<file path="src/rtl/pattern_fsm_pkg.sv">
// Shared definitions for the serial pattern detector.
// Contents:
//   op_e        - what the detector does on a given clock edge
//   state_width - bits needed to hold a matched-prefix count 0..pat_w
//   SW_DEFAULT  - state width for the default 8-bit pattern
//   clamp_len   - maps a requested pattern length into 1..pat_w
package pattern_fsm_pkg;

  typedef enum logic [1:0] {
    OP_HOLD,
    OP_SHIFT,
    OP_LOAD,
    OP_RESET
  } op_e;

  function automatic int state_width(input int pat_w);
    return $clog2(pat_w + 1);
  endfunction

  localparam int SW_DEFAULT = state_width(8);

  // A zero-length pattern would match on every bit, so it is promoted to 1.
  function automatic int clamp_len(input int len, input int pat_w);
    if (len < 1) return 1;
    if (len > pat_w) return pat_w;
    return len;
  endfunction

endpackage

</file>
<file path="src/rtl/pattern_next_state.sv">
// Combinational prefix search for the pattern detector.
// Finds the longest pattern prefix that ends at the newest bit.
// Ports:
//   win        - in,  PAT_W : history window, newest bit (x) at bit 0
//   pat        - in,  PAT_W : pattern, pat[len-1] is the first bit
//   len        - in,  SW    : pattern length, always 1..PAT_W
//   ovl        - in,  1     : 1 = overlapping detection
//   state      - in,  SW    : currently matched prefix length
//   next_state - out, SW    : matched prefix length after this bit
module pattern_next_state
  import pattern_fsm_pkg::*;
#(
  parameter int PAT_W = 8,
  localparam int SW = state_width(PAT_W)
) (
  input  logic [PAT_W-1:0] win,
  input  logic [PAT_W-1:0] pat,
  input  logic [SW-1:0]    len,
  input  logic             ovl,
  input  logic [SW-1:0]    state,
  output logic [SW-1:0]    next_state
);

  int               limit;
  logic [PAT_W-1:0] mask;
  logic [PAT_W-1:0] expect_bits;

  // A prefix of length k matches when the k newest window bits equal
  // pat[len-1:len-k]. Shifting the pattern down by len-k lines that slice
  // up with win[k-1:0], and the mask keeps only those k bits. Candidates
  // are tried shortest first so the last hit is the longest one.
  // After a full match in non-overlap mode only a fresh start (k <= 1)
  // is allowed, so bits of the previous match are never reused.
  always_comb begin
    limit = int'(state) + 1;
    if (limit > int'(len)) limit = int'(len);
    if (!ovl && (state == len)) limit = 1;
    next_state  = '0;
    mask        = '0;
    expect_bits = '0;
    for (int k = 1; k <= PAT_W; k++) begin
      if (k <= limit) begin
        mask        = {PAT_W{1'b1}} >> (PAT_W - k);
        expect_bits = pat >> (int'(len) - k);
        if (((win ^ expect_bits) & mask) == '0) next_state = SW'(k);
      end
    end
  end

endmodule

</file>
<file path="src/rtl/pattern_moore_fsm.sv">
// Configurable serial pattern detector (Moore machine).
// Ports:
//   clk       - in,  1     : clock, rising edge
//   reset     - in,  1     : synchronous active-high reset
//   en        - in,  1     : sample x this cycle
//   x         - in,  1     : serial input bit
//   load      - in,  1     : latch pat_in/len_in/ovl_in and restart
//   pat_in    - in,  PAT_W : pattern, pat_in[len-1] is the first bit
//   len_in    - in,  SW    : pattern length (clamped to 1..PAT_W)
//   ovl_in    - in,  1     : 1 = overlapping detection
//   state     - out, SW    : matched prefix length 0..len
//   z         - out, 1     : match flag, high while state == len
//   match_cnt - out, CNT_W : saturating count of matches
module pattern_moore_fsm
  import pattern_fsm_pkg::*;
#(
  parameter int               PAT_W   = 8,
  parameter int               CNT_W   = 8,
  parameter logic [PAT_W-1:0] DEF_PAT = 8'b0001_0101,
  parameter int               DEF_LEN = 5,
  parameter bit               DEF_OVL = 1'b1,
  localparam int SW = state_width(PAT_W)
) (
  input  logic             clk,
  input  logic             reset,
  input  logic             en,
  input  logic             x,
  input  logic             load,
  input  logic [PAT_W-1:0] pat_in,
  input  logic [SW-1:0]    len_in,
  input  logic             ovl_in,
  output logic [SW-1:0]    state,
  output logic             z,
  output logic [CNT_W-1:0] match_cnt
);

  logic [PAT_W-1:0] pat_q;
  logic [SW-1:0]    len_q;
  logic             ovl_q;
  logic [PAT_W-1:0] hist;
  logic [PAT_W-1:0] win;
  logic [SW-1:0]    nxt;
  logic [SW-1:0]    len_clamped;
  op_e              op;

  // The oldest history bit drops out of every window once x is shifted in;
  // it is still part of the register so the history keeps PAT_W bits.
  logic unused_hist_msb;
  assign unused_hist_msb = hist[PAT_W-1];

  assign win         = {hist[PAT_W-2:0], x};
  assign len_clamped = SW'(clamp_len(int'(len_in), PAT_W));

  pattern_next_state #(
    .PAT_W(PAT_W)
  ) u_next (
    .win       (win),
    .pat       (pat_q),
    .len       (len_q),
    .ovl       (ovl_q),
    .state     (state),
    .next_state(nxt)
  );

  // Reset beats load, load beats en; with none asserted everything holds.
  always_comb begin
    op = OP_HOLD;
    if (reset)     op = OP_RESET;
    else if (load) op = OP_LOAD;
    else if (en)   op = OP_SHIFT;
  end

  // z is registered alongside state from the same next-state value, so it
  // equals (state == len) without any combinational path from x.
  always_ff @(posedge clk) begin
    unique case (op)
      OP_RESET: begin
        pat_q     <= DEF_PAT;
        len_q     <= SW'(clamp_len(DEF_LEN, PAT_W));
        ovl_q     <= DEF_OVL;
        hist      <= '0;
        state     <= '0;
        z         <= 1'b0;
        match_cnt <= '0;
      end
      OP_LOAD: begin
        pat_q     <= pat_in;
        len_q     <= len_clamped;
        ovl_q     <= ovl_in;
        hist      <= '0;
        state     <= '0;
        z         <= 1'b0;
        match_cnt <= '0;
      end
      OP_SHIFT: begin
        hist  <= win;
        state <= nxt;
        z     <= (nxt == len_q);
        if ((nxt == len_q) && (match_cnt != '1)) match_cnt <= match_cnt + CNT_W'(1);
      end
      default: begin
      end
    endcase
  end

endmodule

</file>
<file path="config.mk">
export PLATFORM = sky130hd
export DESIGN_NAME = pattern_moore_fsm
export DESIGN_NICKNAME = d
export VERILOG_FILES = /design/src/rtl/pattern_fsm_pkg.sv /design/src/rtl/pattern_next_state.sv /design/src/rtl/pattern_moore_fsm.sv
export SDC_FILE = /design/constraint.sdc
export NUM_CORES = 1
export LEC_CHECK = 0
export CORE_AREA = 2 2 102 104
export CTS_CLUSTER_DIAMETER = 40
export DETAILED_ROUTE_END_ITERATION = 8
export DIE_AREA = 0 0 104 106
export PLACE_DENSITY = 0.67
export SKIP_LAST_GASP = 1
export SLEW_MARGIN = 10
export SYNTH_ARGS = -nofsm -noshare
export SYNTH_HDL_FRONTEND = slang
export SYNTH_HIERARCHICAL = 1
export SYNTH_SLANG_ARGS = --single-unit
</file>
<file path="constraint.sdc">
create_clock -name clk -period 4.5 [get_ports clk]
set_input_delay 0.675 -clock clk [delete_from_list [all_inputs] [get_ports clk]]
set_output_delay 0.675 -clock clk [all_outputs]
set_load 0.05 [all_outputs]
</file>
==> results_dict.tcl, run 1 <==
set metrics [dict create \
    status "completed" \
    endpoint "match_cnt[1]" \
    path_class "reg2reg" \
    start_util 0.436 \
    port_buffers 30 \
    drc 0 \
    slew-limit-headroom 0.418 \
    final_util 0.501 \
    max_freq_ghz 0.237 \
    hpwlAfterDp_mm 9.03 \
    grt_usage 0.228 \
    die-width_um 104 \
    power.density_nw_per_um2 306 \
    synth_edf_count 33 \
    layout.nets 552 \
    crit_start "len_q[1]" \
    cp.depth 13 \
    num_vias 4161 \
    critPathTopFamily "compound AO/OA/AOI/OAI gates" \
    fin_crit_sh 0.938 \
    dpl.cell_count 648 \
    wl_mm 12.5 \
    final_area_um2 5010 \
    seq_area_frac_synth 0.227 \
    grt_pass1_vias 4046 \
    grt_max_degree 35 \
    critPathMostFrequentCell "xnor2_1" \
    max_slew.worst_pin.slew_ns 0.870 \
    clk_pin_slew_ns 0.07 \
    max_stage_delay_ns 0.55 \
    drt_pass1_iterations 5 \
    skew_ns 0.00989 \
    leakagePower_nw 1.86 \
    clockRootBuffer "clkbuf_8" \
    rrSetupSlack_ns 0.28 \
    cpMaxStageDelayCell "mux4_2" \
    power_w 0.00153 \
    htree_levels 2 \
    crit_chain "buf_4 > ha_1 > xnor2_2 > mux2i_1 > mux4_2 > xnor2_1 > and4_1 > o311ai_2 > a21oi_1 > o311a_1 > xnor2_1 > nand4_1 > o21ai_4" \
    final_common_cell "nor2_1" \
    drive_above_1_share 0.156 \
    clock_latency_ns 0.28 \
    post_cts_buffers 0 \
    synthCells 494 \
    overflow 0 \
    holdWs_ns 0.721 \
    clockBufferDepth 2 \
    async_flop_share 0 \
    fp.coreArea_um2 10000 \
    crit_fanout 11 \
    diodes 0 \
    cts_sinks 33 \
    netlist_area_um2 4360 \
    synthesis.nets 527 \
    antenna_found_initial 0 \
    cp.arrival_ns 4.18 \
    timing.rr.start "len_q[1]" \
    num_rows 37 \
    numCtsBuffers 5 \
    rr_worst_depth 13 \
    timing.rr.end "match_cnt[1]" \
    cts.hold.buffers_added 0 \
    place_congestion 0.895 \
    syn2layout_area_growth_pct 14.9 \
    grt_pass1_wl_mm 20.5 \
    worstSetupEndpointType "flip-flop" \
    postRouteAntennaNets 0 \
    mostFrequentLayoutCells "41 x nor2_1, 33 x edfxtp_1, 30 x xnor2_1, 30 x clkdlybuf4s50_1, 29 x a21oi_1" \
    synth-seq-cells 33 \
    ir_worst_vdd_uv 214 \
    synth_cell_type_count 78 \
    slew_viol_final 0 \
    yosys_warnings 6 \
    die_y_um 106 \
    worst-path-buf-inv 1 \
    fin_cells 656 \
    drt_iter0_drc 361 \
    cts-resized-gates 0 \
    layout_min_cycle_time_ns 4.22 \
    synthFlopType "edfxtp_1" \
    hold_class "reg2reg" \
    io_pins 31 \
    cts_tree "done" \
    cp-start-kind "flip-flop" \
    avgSynthCellArea_um2 8.83 \
    post_drt_wl_per_cell_um 19.1 \
    die_area_um2 11000 \
    place_area_um2 4840 \
    finalSetupViolCount 0 \
    viasPerCell 6.34 \
    hold_violations 0 \
    maxCapViolCount 0 \
    cp.required_ns 4.46 \
]
## stage by stage
step | setup WS (ns) | TNS, ns
6_report | 0.278 | 0
5_1_grt | -0.00800 | -0.0543
4_1_cts | 0.0983 | 0
3_5_place_dp | 0.0918 | 0
3_3_place_gp | 0.280 | 0
2_1_floorplan | 0.123 | 0
## registers in the layout (all words and copies together) (netlist names)
name and cells:
pat_q 8, hist 7, z 1, len_q 4
match_cnt 8, ovl_q 1, state 4
## synth_stat cells, drive strengths merged, types with 3 or more instances
cell type,count,area (um2)
a31oi,3,18.8
a21o,3,22.5
clkbuf,22,83.8
nand2b,13,81.3
nand4b,3,26.3
nor3b,5,37.5
or2,3,18.8
a2111oi,3,45.1
a211o,3,26.3
o211ai,8,60.1
xor2,11,115
ha,15,188
nor2,41,154
o21a,4,30.0
nor3,10,50.1
buf,17,111
and4b,4,40.0
mux2,11,124
or3,5,31.3
nand3,14,70.1
o31ai,3,27.5
o32ai,3,26.3
nand2,28,105
xnor2,31,279
nand3b,5,37.5
a21oi,30,154
a211oi,6,50.1
nor4,4,25.0
mux2i,25,250
mux4,14,319
and2,6,37.5
nor2b,8,50.1
edfxtp,33,991
o21ai,27,139
and3,13,81.3
inv,12,45.1
nand4,8,56.3
a221oi,4,35.0
## cells by family (layout without fill, tap and decap cells)
logic type | count (synthesis) | in the layout | share of synthesized area
AO/OA/AOI/OAI | 122 | 122 | 0.198
XOR/XNOR | 42 | 42 | 0.0903
adder cells (fa/ha/maj) | 15 | 15 | 0.0430
buffers and inverters | 52 | 78 | 0.0559
flip-flops | 33 | 33 | 0.227
multiplexers | 50 | 50 | 0.159
AND/OR/NAND/NOR | 180 | 180 | 0.227
## how the worst min path moves through the flow
stage                 startpoint  cells past startpoint      endpoint  slack, ns
floorplan                hist[2]                      1       hist[3]       0.55
global placement    match_cnt[4]                      2  match_cnt[4]       0.68
detailed placement  match_cnt[4]                      2  match_cnt[4]       0.70
CTS                 match_cnt[4]                      2  match_cnt[4]       0.72
global route        match_cnt[0]                      1  match_cnt[0]       0.76
finish              match_cnt[4]                      2  match_cnt[4]       0.72
## final cells by class
class | count | area, um2
clock inverters | 3 | 68.8
well taps | 136 | 170
flip-flops and latches | 33 | 991
clock buffers | 5 | 68.8
inverters | 13 | 48.8
fillers | 946 | 4990
repair buffers | 57 | 503
multi-input cells | 409 | 3160
## metal layers
metal,share of wire,track usage,routed length (um)
met5,0,0,0
met2,0.49,0.390,6070
met4,0.020,0.0763,246
met1,0.42,0.299,5290
met3,0.072,0.0282,905
## tightest hold or removal path: stages, from the launching register on
cell and delay [ns]:
edfxtp_1 0.44, xor2_1 0.09, nor2_1 0.08
## power breakdown
group          leakage (nW)  switching, W  internal [W]
clock network        0.0687      0.000110      0.000223
logic                  1.43      0.000429      0.000345
registers             0.361     0.0000617      0.000366
total                  1.86      0.000601      0.000934
Power figures use the tool's default switching activity.
==> run 2: changes to the inputs <==
GPL_TIMING_DRIVEN = 0   (was not set)
==> results_dict.tcl, run 2 (synthesized netlist as in run 1, its figures left out) <==
set metrics [dict create \
    drc 0 \
    grt_max_degree 15 \
    path_class "reg2reg" \
    io_pins 31 \
    skew_ns 0.0133 \
    drt_iter0_drc 310 \
    place_congestion 0.963 \
    cp-start-kind "flip-flop" \
    use_met3 0.0405 \
    cts_tree "done" \
    final_common_cell "nor2_1" \
    clock_latency_ns 0.29 \
    clk_pin_slew_ns 0.08 \
    cp.required_ns 4.47 \
    layout.nets 577 \
    antenna_found_initial 0 \
    crit_fanout 12 \
    rr_worst_depth 13 \
    numCtsBuffers 5 \
    hold_violations 0 \
    drt_pass1_iterations 5 \
    num_vias 4297 \
    power.density_nw_per_um2 295 \
    cpMaxStageDelayCell "or4_4" \
    whs_path_depth 1 \
    place_area_um2 4840 \
    dpl.cell_count 660 \
    clockBufferDepth 2 \
    leakagePower_nw 1.90 \
    overflow 0 \
    die_y_um 106 \
    wl_mm 13.5 \
    maxCapViolCount 0 \
    met2_usage 0.389 \
    cp.depth 13 \
    grt_usage 0.239 \
    worst-path-buf-inv 1 \
    viasPerCell 6.31 \
    cp.arrival_ns 4.26 \
    fin_crit_sh 0.953 \
    status "completed" \
    critPathTopFamily "compound AO/OA/AOI/OAI gates" \
    diodes 0 \
    max_slew.worst_pin.slew_ns 0.708 \
    cts_sinks 33 \
    cts.hold.buffers_added 0 \
    slew_viol_final 0 \
    grt_pass1_vias 4088 \
    start_util 0.436 \
    max_freq_ghz 0.233 \
    fp.coreArea_um2 10000 \
    die_area_um2 11000 \
    final_area_um2 5180 \
    slew-limit-headroom 0.528 \
    syn2layout_area_growth_pct 18.7 \
    rsz0062_at_grt "false" \
    largest_registers "match_cnt: 8 flops, pat_q: 8 flops, hist: 7 flops" \
    htree_levels 2 \
    finalSetupViolCount 0 \
    mostFrequentLayoutCells "41 x nor2_1, 33 x edfxtp_1, 30 x xnor2_1, 30 x clkdlybuf4s50_1, 28 x a21oi_1" \
    grt-busiest-layer "met2" \
    fillers 952 \
    hpwlAfterDp_mm 9.75 \
    post_drt_wl_per_cell_um 19.8 \
    drive_above_1_share 0.174 \
    worstSetupEndpointType "flip-flop" \
    die-width_um 104 \
    fin_cells 681 \
    clockRootBuffer "clkbuf_8" \
    use_met1 0.314 \
    crit_chain "inv_4 > ha_2 > nand3b_1 > a311o_2 > a211oi_2 > xor2_1 > or4_4 > a2111oi_4 > nand2b_1 > o311a_1 > xnor2_1 > nand4_1 > o21ai_4" \
    holdWs_ns 0.580 \
    layout_min_cycle_time_ns 4.29 \
    port_buffers 30 \
    num_rows 37 \
    ir_worst_vdd_uv 198 \
    max_stage_delay_ns 0.56 \
    grt_pass1_wl_mm 21.1 \
    hold_class "reg2reg" \
    postRouteAntennaNets 0 \
]
## run 2: cell types whose count changed in the layout (fill, tap and decap cells not counted), sizes merged
| cell | before | now |
|---|---|---|
| buf | 27 | 31 |
| bufinv | 2 | 1 |
| inv | 13 | 12 |
| clkinv | 1 | 2 |
| clkinvlp | 0 | 1 |
| clkbuf | 5 | 26 |
## run 2: repair_timing
item | 4_1_cts | 5_1_grt
setup endpoints to repair | 12 | 8
setup buffers | 3 | 12
gates resized for setup | 13 | 22
pin swaps | 1 | 5
## run 2: final cells by class
type	instances	area, um2	area share
Buffer	37	218	0.0420
Multi-Input combinational cell	409	3220	0.621
Clock inverter	3	46.3	0.00894
Timing Repair Buffer	45	413	0.0797
Clock buffer	5	68.8	0.0133
Inverter	13	56.3	0.0109
Sequential cell	33	991	0.191
Tap cell	136	170	0.0329
## run 2: worst register-to-register path, stage by stage, from the launching register on
cell and delay [ns]:
edfxtp_1 0.48, inv_4 0.23, ha_2 0.33, nand3b_1 0.14, a311o_2 0.45, a211oi_2 0.21
xor2_1 0.10, or4_4 0.56, a2111oi_4 0.42, nand2b_1 0.16, o311a_1 0.21, xnor2_1 0.13
nand4_1 0.19, o21ai_4 0.35
## run 2: report_power, final
group          total [W]  switching [W]  internal [W]
Combinational   0.000847       0.000484      0.000363
Clock           0.000280       0.000114      0.000166
Sequential      0.000401      0.0000351      0.000366
Total            0.00153       0.000633      0.000895
## run 2: final timing paths
check | from | to | slack [ns]
worst min-delay path | hist[0] | hist[1] | 0.58
worst max register to register | len_q[3] | match_cnt[6] | 0.21
worst min register to register | hist[0] | hist[1] | 0.58
worst max-delay path | len_q[3] | match_cnt[6] | 0.21
## run 2: through the flow
stage / util / TNS (ns) / setup slack [ns] / power (W)
6_report: 0.518 / 0 / 0.213 / 0.00153
5_1_grt: 0.518 / 0 / 0.00207 / 0.00161
4_1_cts: 0.504 / 0 / 0.0151 / 0.00148
3_5_place_dp: 0.484 / -9.15 / -1.01 / 0.00118
3_3_place_gp: 0.484 / -8.12 / -0.912 / 0.00116
2_1_floorplan: - / 0 / 0.123 / 0.000984
## run 2: layer usage
metal	vias to the layer above	wire [um]
li1	1985	-
met2	226	6350
met3	40	1060
met4	0	446
met1	2046	5630
met5	-	0
